`config.mk`:
```
export PLATFORM = sky130hd
export DESIGN_NAME = imem_loader_flat
export DESIGN_NICKNAME = d
export VERILOG_FILES = /design/src/rtl/imem_loader_if.sv /design/src/rtl/imem_loader.sv /design/src/flat_wrapper.sv
export SDC_FILE = /design/constraint.sdc
export NUM_CORES = 1
export LEC_CHECK = 0
export CORE_ASPECT_RATIO = 0.6
export CORE_MARGIN = 2
export CORE_UTILIZATION = 58
export DETAILED_ROUTE_END_ITERATION = 8
export GPL_ROUTABILITY_DRIVEN = 1
export PLACE_DENSITY = 0.86
export SETUP_SLACK_MARGIN = 0.1
export SLEW_MARGIN = 20
export SYNTH_ARGS = -nofsm -noshare
export SYNTH_HDL_FRONTEND = slang
export SYNTH_SLANG_ARGS = --single-unit
```
`constraint.sdc`:
```
create_clock -name clk -period 5.8 [get_ports clk]
set_input_delay 1.16 -clock clk [delete_from_list [all_inputs] [get_ports clk]]
set_output_delay 1.16 -clock clk [all_outputs]
set_load 0.01 [all_outputs]
```
`src/rtl/imem_loader_if.sv`:
```
// imem_loader_if: start/byte-stream/instruction-memory bundle between a host and the loader.
interface imem_loader_if;
  logic        start;
  logic        in_valid;
  logic [7:0]  in_data;
  logic        in_ready;
  logic        mem_we;
  logic [31:0] mem_addr;
  logic [31:0] mem_wdata;
  logic        cpu_hold;
  logic        done;
  logic        err;
  modport master (
    output start, in_valid, in_data,
    input  in_ready, mem_we, mem_addr, mem_wdata, cpu_hold, done, err
  );
  modport slave (
    input  start, in_valid, in_data,
    output in_ready, mem_we, mem_addr, mem_wdata, cpu_hold, done, err
  );
endinterface

```
`src/rtl/imem_loader.sv`:
```
// imem_loader: loads a length-prefixed little-endian byte stream into instruction memory.
module imem_loader #(
  parameter int          DEPTH_WORDS = 1024,
  parameter logic [31:0] BASE_ADDR   = 32'h0000_0000
) (
  input logic        clk,
  input logic        rst_n,
  imem_loader_if.slave bus
);
  localparam logic [2:0] IDLE  = 3'd0;
  localparam logic [2:0] LEN0  = 3'd1;
  localparam logic [2:0] LEN1  = 3'd2;
  localparam logic [2:0] DATA  = 3'd3;
  localparam logic [2:0] WRITE = 3'd4;
  localparam logic [2:0] DONE  = 3'd5;
  localparam logic [2:0] ERR   = 3'd6;
  localparam logic [16:0] DEPTH = 17'(DEPTH_WORDS);
  logic [2:0]  state;
  logic [15:0] count;
  logic [15:0] word_idx;
  logic [1:0]  byte_idx;
  logic [23:0] word;
  logic [15:0] len;
  logic [15:0] next_idx;
  assign len          = {bus.in_data, count[7:0]};
  assign next_idx     = word_idx + 16'd1;
  assign bus.in_ready = (state == LEN0) || (state == LEN1) || (state == DATA);
  assign bus.mem_we   = state == WRITE;
  assign bus.done     = state == DONE;
  // Lanes 0..2 shift in from the top so the word register always holds them in order when lane 3 arrives.
  always_ff @(posedge clk or negedge rst_n) begin
    if (!rst_n) begin
      state         <= IDLE;
      count         <= '0;
      word_idx      <= '0;
      byte_idx      <= '0;
      word          <= '0;
      bus.mem_addr  <= '0;
      bus.mem_wdata <= '0;
      bus.cpu_hold  <= 1'b0;
      bus.err       <= 1'b0;
    end else begin
      case (state)
        IDLE: if (bus.start) begin
          state        <= LEN0;
          bus.cpu_hold <= 1'b1;
          bus.err      <= 1'b0;
        end
        LEN0: if (bus.in_valid) begin
          count[7:0] <= bus.in_data;
          state      <= LEN1;
        end
        LEN1: if (bus.in_valid) begin
          count[15:8] <= bus.in_data;
          byte_idx    <= '0;
          word_idx    <= '0;
          state       <= (len == 16'd0) ? DONE : ({1'b0, len} > DEPTH) ? ERR : DATA;
        end
        DATA: if (bus.in_valid) begin
          word     <= {bus.in_data, word[23:8]};
          byte_idx <= byte_idx + 2'd1;
          if (byte_idx == 2'd3) begin
            bus.mem_wdata <= {bus.in_data, word};
            bus.mem_addr  <= BASE_ADDR + {14'd0, word_idx, 2'b00};
            state         <= WRITE;
          end
        end
        WRITE: begin
          word_idx <= next_idx;
          state    <= (next_idx == count) ? DONE : DATA;
        end
        DONE: begin
          bus.cpu_hold <= 1'b0;
          state        <= IDLE;
        end
        ERR: begin
          bus.err      <= 1'b1;
          bus.cpu_hold <= 1'b0;
          state        <= IDLE;
        end
        default: state <= IDLE;
      endcase
    end
  end
endmodule

```
`src/flat_wrapper.sv`:
```
// flat-port wrapper written by rule: the top's interface ports become plain ports
module imem_loader_flat 
#(
  parameter int          DEPTH_WORDS = 1024,
  parameter logic [31:0] BASE_ADDR   = 32'h0000_0000
)
  (clk, rst_n, bus_start, bus_in_valid, bus_in_data, bus_in_ready, bus_mem_we, bus_mem_addr, bus_mem_wdata, bus_cpu_hold, bus_done, bus_err);
  imem_loader_if bus_i ();
  input logic clk;
  input logic rst_n;
  input wire logic [$bits(bus_i.start)-1:0] bus_start;
  input wire logic [$bits(bus_i.in_valid)-1:0] bus_in_valid;
  input wire logic [$bits(bus_i.in_data)-1:0] bus_in_data;
  output wire logic [$bits(bus_i.in_ready)-1:0] bus_in_ready;
  output wire logic [$bits(bus_i.mem_we)-1:0] bus_mem_we;
  output wire logic [$bits(bus_i.mem_addr)-1:0] bus_mem_addr;
  output wire logic [$bits(bus_i.mem_wdata)-1:0] bus_mem_wdata;
  output wire logic [$bits(bus_i.cpu_hold)-1:0] bus_cpu_hold;
  output wire logic [$bits(bus_i.done)-1:0] bus_done;
  output wire logic [$bits(bus_i.err)-1:0] bus_err;
  assign bus_i.start = bus_start;
  assign bus_i.in_valid = bus_in_valid;
  assign bus_i.in_data = bus_in_data;
  assign bus_in_ready = bus_i.in_ready;
  assign bus_mem_we = bus_i.mem_we;
  assign bus_mem_addr = bus_i.mem_addr;
  assign bus_mem_wdata = bus_i.mem_wdata;
  assign bus_cpu_hold = bus_i.cpu_hold;
  assign bus_done = bus_i.done;
  assign bus_err = bus_i.err;
  imem_loader #(.DEPTH_WORDS(DEPTH_WORDS), .BASE_ADDR(BASE_ADDR)) u_core (.clk(clk), .rst_n(rst_n), .bus(bus_i));
endmodule
```
# Word-level counts from Yosys, hierarchy flattened
# Index checks and enable logic that the tools add are counted.
# Widths: inputs -> output; s select.
# totals
in_bits,12
register_bits,111
word_cells,62
out_inout_bits,69
# op_classes
n_mux,18
reduce_logical,18
add_sub_neg,2
n_lt_le_gt_ge,1
eq_ne,13
# op_table
op,count
$pmux 16 s2,1
$mux 3,8
$add 16x1->16 const B,1
$eq 16x16->1,1
$gt 16x11->1 const B,1
$logic_not 16->1,1
$mux 16,1
$pmux 3 s5,1
$reduce_and 2->1,6
$ne 2x2->1 const B,5
$eq 3x3->1 const B,3
$reduce_bool 2->1,4
$eq 3x2->1 const B,2
$reduce_and 3->1,2
$reduce_and 5->1,1
$mux 2,2
$pmux 1 s2,2
$pmux 2 s2,1
$eq 3x1->1 const B,1
$logic_not 3->1,1
$add 2x1->2 const B,1
$eq 2x2->1 const B,1
$logic_or 1x1->1,2
$mux 1,2
$reduce_or 2->1,1

# Logic depth before layout (Yosys ltp)
# logic_depth
ltp_word,5
depth_mapped,8
ltp_nobuf,7

# Least setup slack after synthesis
# No wires, ideal clock.
# synth_timing
kind,input port to flip-flop
startpoint,input port bus_in_valid
endpoint,register u_core.bus.mem_addr[10]
path_stages,6
setup_slack_ns,3.127
arrival_time_ns,2.548
required_ns,5.675
n_path_buf,2
path_cell_list,nand2b_1 -> nor2_1 -> nand2_1 -> clkbuf_1 -> buf_1 -> mux2_2
# synth_via
elab_chain_len,1
# synth_lines
item,line,rtl
"start, declared",flat_wrapper.sv:12,input wire logic [$bits(bus_i.in_valid)-1:0] bus_in_valid;
$reduce_and 3->1 (no source line),-,
"end signal, assigned",imem_loader.sv:64,"bus.mem_addr <= BASE_ADDR + {14'd0, word_idx, 2'b00};"
"end, declared",imem_loader_if.sv:19,"output in_ready, mem_we, mem_addr, mem_wdata, cpu_hold, done, err"
# No other way between the ends.
# A chain may end at the register's enable or synchronous reset.

# Worst setup path after layout
# layout_timing
startpoint,register u_core.state[1]
endpoint,output port bus_mem_we
# layout_via
elab_chain_len,1
# layout_lines
item,line,rtl
"start, declared",imem_loader.sv:18,logic [2:0] state;
"start signal, assigned",imem_loader.sv:57,"state <= (len == 16'd0) ? DONE : ({1'b0, len} > DEPTH) ? ERR : DATA;"
"start signal, assigned",imem_loader.sv:70,state <= (next_idx == count) ? DONE : DATA;
$eq 3x3->1,imem_loader.sv:28,assign bus.mem_we = state == WRITE;
"end, declared",flat_wrapper.sv:15,output wire logic [$bits(bus_i.mem_we)-1:0] bus_mem_we;
# No other way between the ends.

==> out/metrics.json <==
{
  "route": {
    "drc_errors": 0,
    "routed_via_density": 5.78,
    "dr.pass1.iters": 5,
    "detailedRoute.firstIterationViolations": 334,
    "drt_wl_total_mm": 11.2,
    "routed-via-count": 3746,
    "route.detailed.wl_per_inst_um": 17.3,
    "final_antenna_net_count": 0
  },
  "clocking": {
    "tritoncts.num_buffers": 9,
    "h-tree-depth": 3,
    "holdBufCountCts": 0,
    "tritoncts": "yes",
    "cts-root-to-sink-buffers": 2,
    "clock_latency_ns": 0.35,
    "tritoncts_num_sinks": 111,
    "ctsResizeCount": 0,
    "post_cts_buffers": 0,
    "path_clk_slew_ns": 0.07,
    "cts_root_buffer": "clkbuf_16"
  },
  "sta": {
    "slew_headroom": 0.291,
    "tightest_slew_ns": 1.06,
    "finalSetupTns_ns": 0,
    "report.final.setup_viol": 0,
    "hold_slack_ns": 0.475,
    "hold_violations": 0,
    "grt_setup_unrepaired": "no",
    "final.setup.worst_slack_ns": 1.87,
    "post-route-period-util": 0.677,
    "finalCriticalPeriod_ns": 3.93,
    "report.final.slew_viol_count": 0,
    "fin_skew_ns": 0.00707,
    "fmax_mhz": 255
  },
  "run": {
    "maxCapViolCount": 0
  },
  "logic_synthesis": {
    "synth_sequential_area_ratio": 0.544,
    "ys_warn_count": 0,
    "syn-instance-count": 479,
    "synthesis.area_um2": 5100,
    "mean_syn_cell_area_um2": 10.7,
    "synth-edff-count": 0,
    "yosysUniqueCellTypes": 48,
    "asyncSetResetFlopFracSynth": 1.00,
    "ys_ff_latch": 111,
    "dominant_synthesized_flop_cell": "dfrtp_1"
  },
  "placement": {
    "globalplace.congestion": 0.901,
    "dp.final_hpwl_mm": 7.72,
    "io_buffers": 64,
    "dp_slack_ns": 2.03
  },
  "die": {
    "num_io_pins": 81,
    "die_h_um": 76.7,
    "core.rowCount": 26,
    "fp.dieArea_um2": 9590,
    "floorplan.die.width_um": 125,
    "design.core.area_um2": 8520,
    "initial_core_util": 0.599
  },
  "final_layout": {
    "total_inserted_antenna_cells": 0,
    "flow.area_growth_from_synthesis_pct": 19.7,
    "final-seq-area_um2": 2780,
    "most-common-layout-cells": "111 x dfrtp_1, 99 x nand2_1, 63 x mux2_2, 63 x clkdlybuf4s50_1, 28 x o21ai_0",
    "drive_above_1_share": 0.164,
    "multi_input_logic_area_um2": 2150,
    "fill_cells": 617,
    "final_common_cell": "dfrtp_1",
    "nNetsFinal": 545
  },
  "setup_path": {
    "worstRegToRegCells": 6,
    "endpoint_kind": "output port",
    "path_class": "reg2out",
    "crit_arrival_ns": 2.77,
    "kind_of_launch_point_of_the_worst_setup_path": "flop",
    "worstReg2RegEnd": "u_core.word_idx[14]",
    "maximum_fanout_count_along_the_critical_path": 17,
    "r2r_slack_ns": 2.54,
    "worst-endpoint-required_ns": 4.64,
    "critical_path.reg2reg.startpoint": "u_core.state[1]"
  },
  "worst_hold_path": {
    "hold_path_depth": 2,
    "worst_hold_path.endpoint": "u_core.word[5]",
    "hold_path_class": "reg2reg",
    "min_from": "u_core.word[5]"
  },
  "grt": {
    "grt_start_max_net_pins": 75,
    "grt_first_pass_wirelength_mm": 18.9,
    "initial_antenna_violation_count": 0,
    "track_usage": 0.246,
    "grt_overflow_total": 0,
    "number_of_global_route_vias_before_repair": 3709
  },
  "power_and_ir_drop": {
    "irDropWorstVdd_mv": 0.360,
    "post-layout-total-power_mw": 3.07,
    "powerDensity_nw_per_um2": 502,
    "leakage_nw": 2.84
  },
  "outcome": {
    "outcome": "completed"
  }
}
## stage by stage
stage                     instance area (um2)  std cells   util
after CTS                                6100        648  0.716
after global routing                     6110        648  0.717
after detailed placement                 5740        632  0.673
final                                    6110        648  0.717
after floorplan                          5160        494      -
after global placement                   5740        632  0.673
## sequential cells by signal, summed over array words and instances (netlist names)
name and count:
u_core.state 3, u_core.bus.mem_addr 16, u_core.word_idx 16, u_core.word 24
u_core.bus.err 1, u_core.byte_idx 2, u_core.count 16, u_core.bus.mem_wdata 32
u_core.bus.cpu_hold 1
## critical path, stage by stage, from the launching register on
cell and delay (ns):
dfrtp_1 0.51, nor2_1 0.14, nand2_1 0.48, clkinv_1 0.63
clkdlybuf4s50_1 0.65
## Yosys cell counts, drive strengths merged (2+ instances only)
cell    number  share of area
a21bo        2         0.0039
a21oi       13          0.013
a22o         2         0.0034
a41oi        2         0.0034
and3         3         0.0037
and4         2         0.0039
buf         26          0.034
clkbuf      15          0.011
dfrtp      111           0.54
ha           2         0.0049
inv          3         0.0022
mux2        63           0.14
nand2      100          0.074
nand2b       5         0.0061
nand3        6         0.0059
nand3b       2         0.0029
nand4        7         0.0086
nor2        28          0.021
nor3         4         0.0039
nor3b        3         0.0044
nor4         6         0.0074
o211ai       3         0.0044
o21ai       28          0.027
o41ai        2         0.0034
or4          2         0.0029
xnor2       11          0.019
xor2        10          0.017
## cell type report
| type | instances | share of cell area |
|---|---|---|
| Clock buffer | 11 | 0.0381 |
| Clock inverter | 5 | 0.0211 |
| Inverter | 4 | 0.00246 |
| Multi-Input combinational cell | 338 | 0.353 |
| Sequential cell | 111 | 0.455 |
| Tap cell | 112 | 0.0229 |
| Timing Repair Buffer | 67 | 0.108 |
## kinds of logic (layout without fill, tap and decap cells)
logic type,count (synthesis),count (layout),synth area share
AO/OA/AOI/OAI,61,61,0.0728
XOR/XNOR,21,21,0.0360
adder cells (fa/ha/maj),2,2,0.00490
buffers and inverters,45,87,0.0478
flip-flops,111,111,0.544
multiplexers,64,64,0.141
other,1,16,0.000735
AND/OR/NAND/NOR,174,174,0.153
## where the power goes
group	total (mW)	switching [mW]	internal [mW]
clock	0.743	0.275	0.468
sequential	1.31	0.248	1.06
combinational	1.01	0.456	0.558
## per-layer routing
layer	track usage	vias up	wire length (um)
met1	0.364	1859	5250
met2	0.370	154	4990
li1	-	1720	-
met5	0	-	0
met3	0.0593	13	826
met4	0.0656	0	126
## worst max path at each step
stage          cells past startpoint       startpoint                        to
2_1_floorplan                      6     bus_in_valid   u_core.bus.mem_addr[10]
4_1_cts                            4  u_core.state[1]                bus_mem_we
6_report                           4  u_core.state[1]                bus_mem_we
5_1_grt                            4  u_core.state[1]                bus_mem_we
3_5_place_dp                       6     bus_in_valid  u_core.bus.mem_wdata[10]
3_3_place_gp                       6     bus_in_valid  u_core.bus.mem_wdata[24]
No activity file was read; power rests on OpenSTA's default activity.
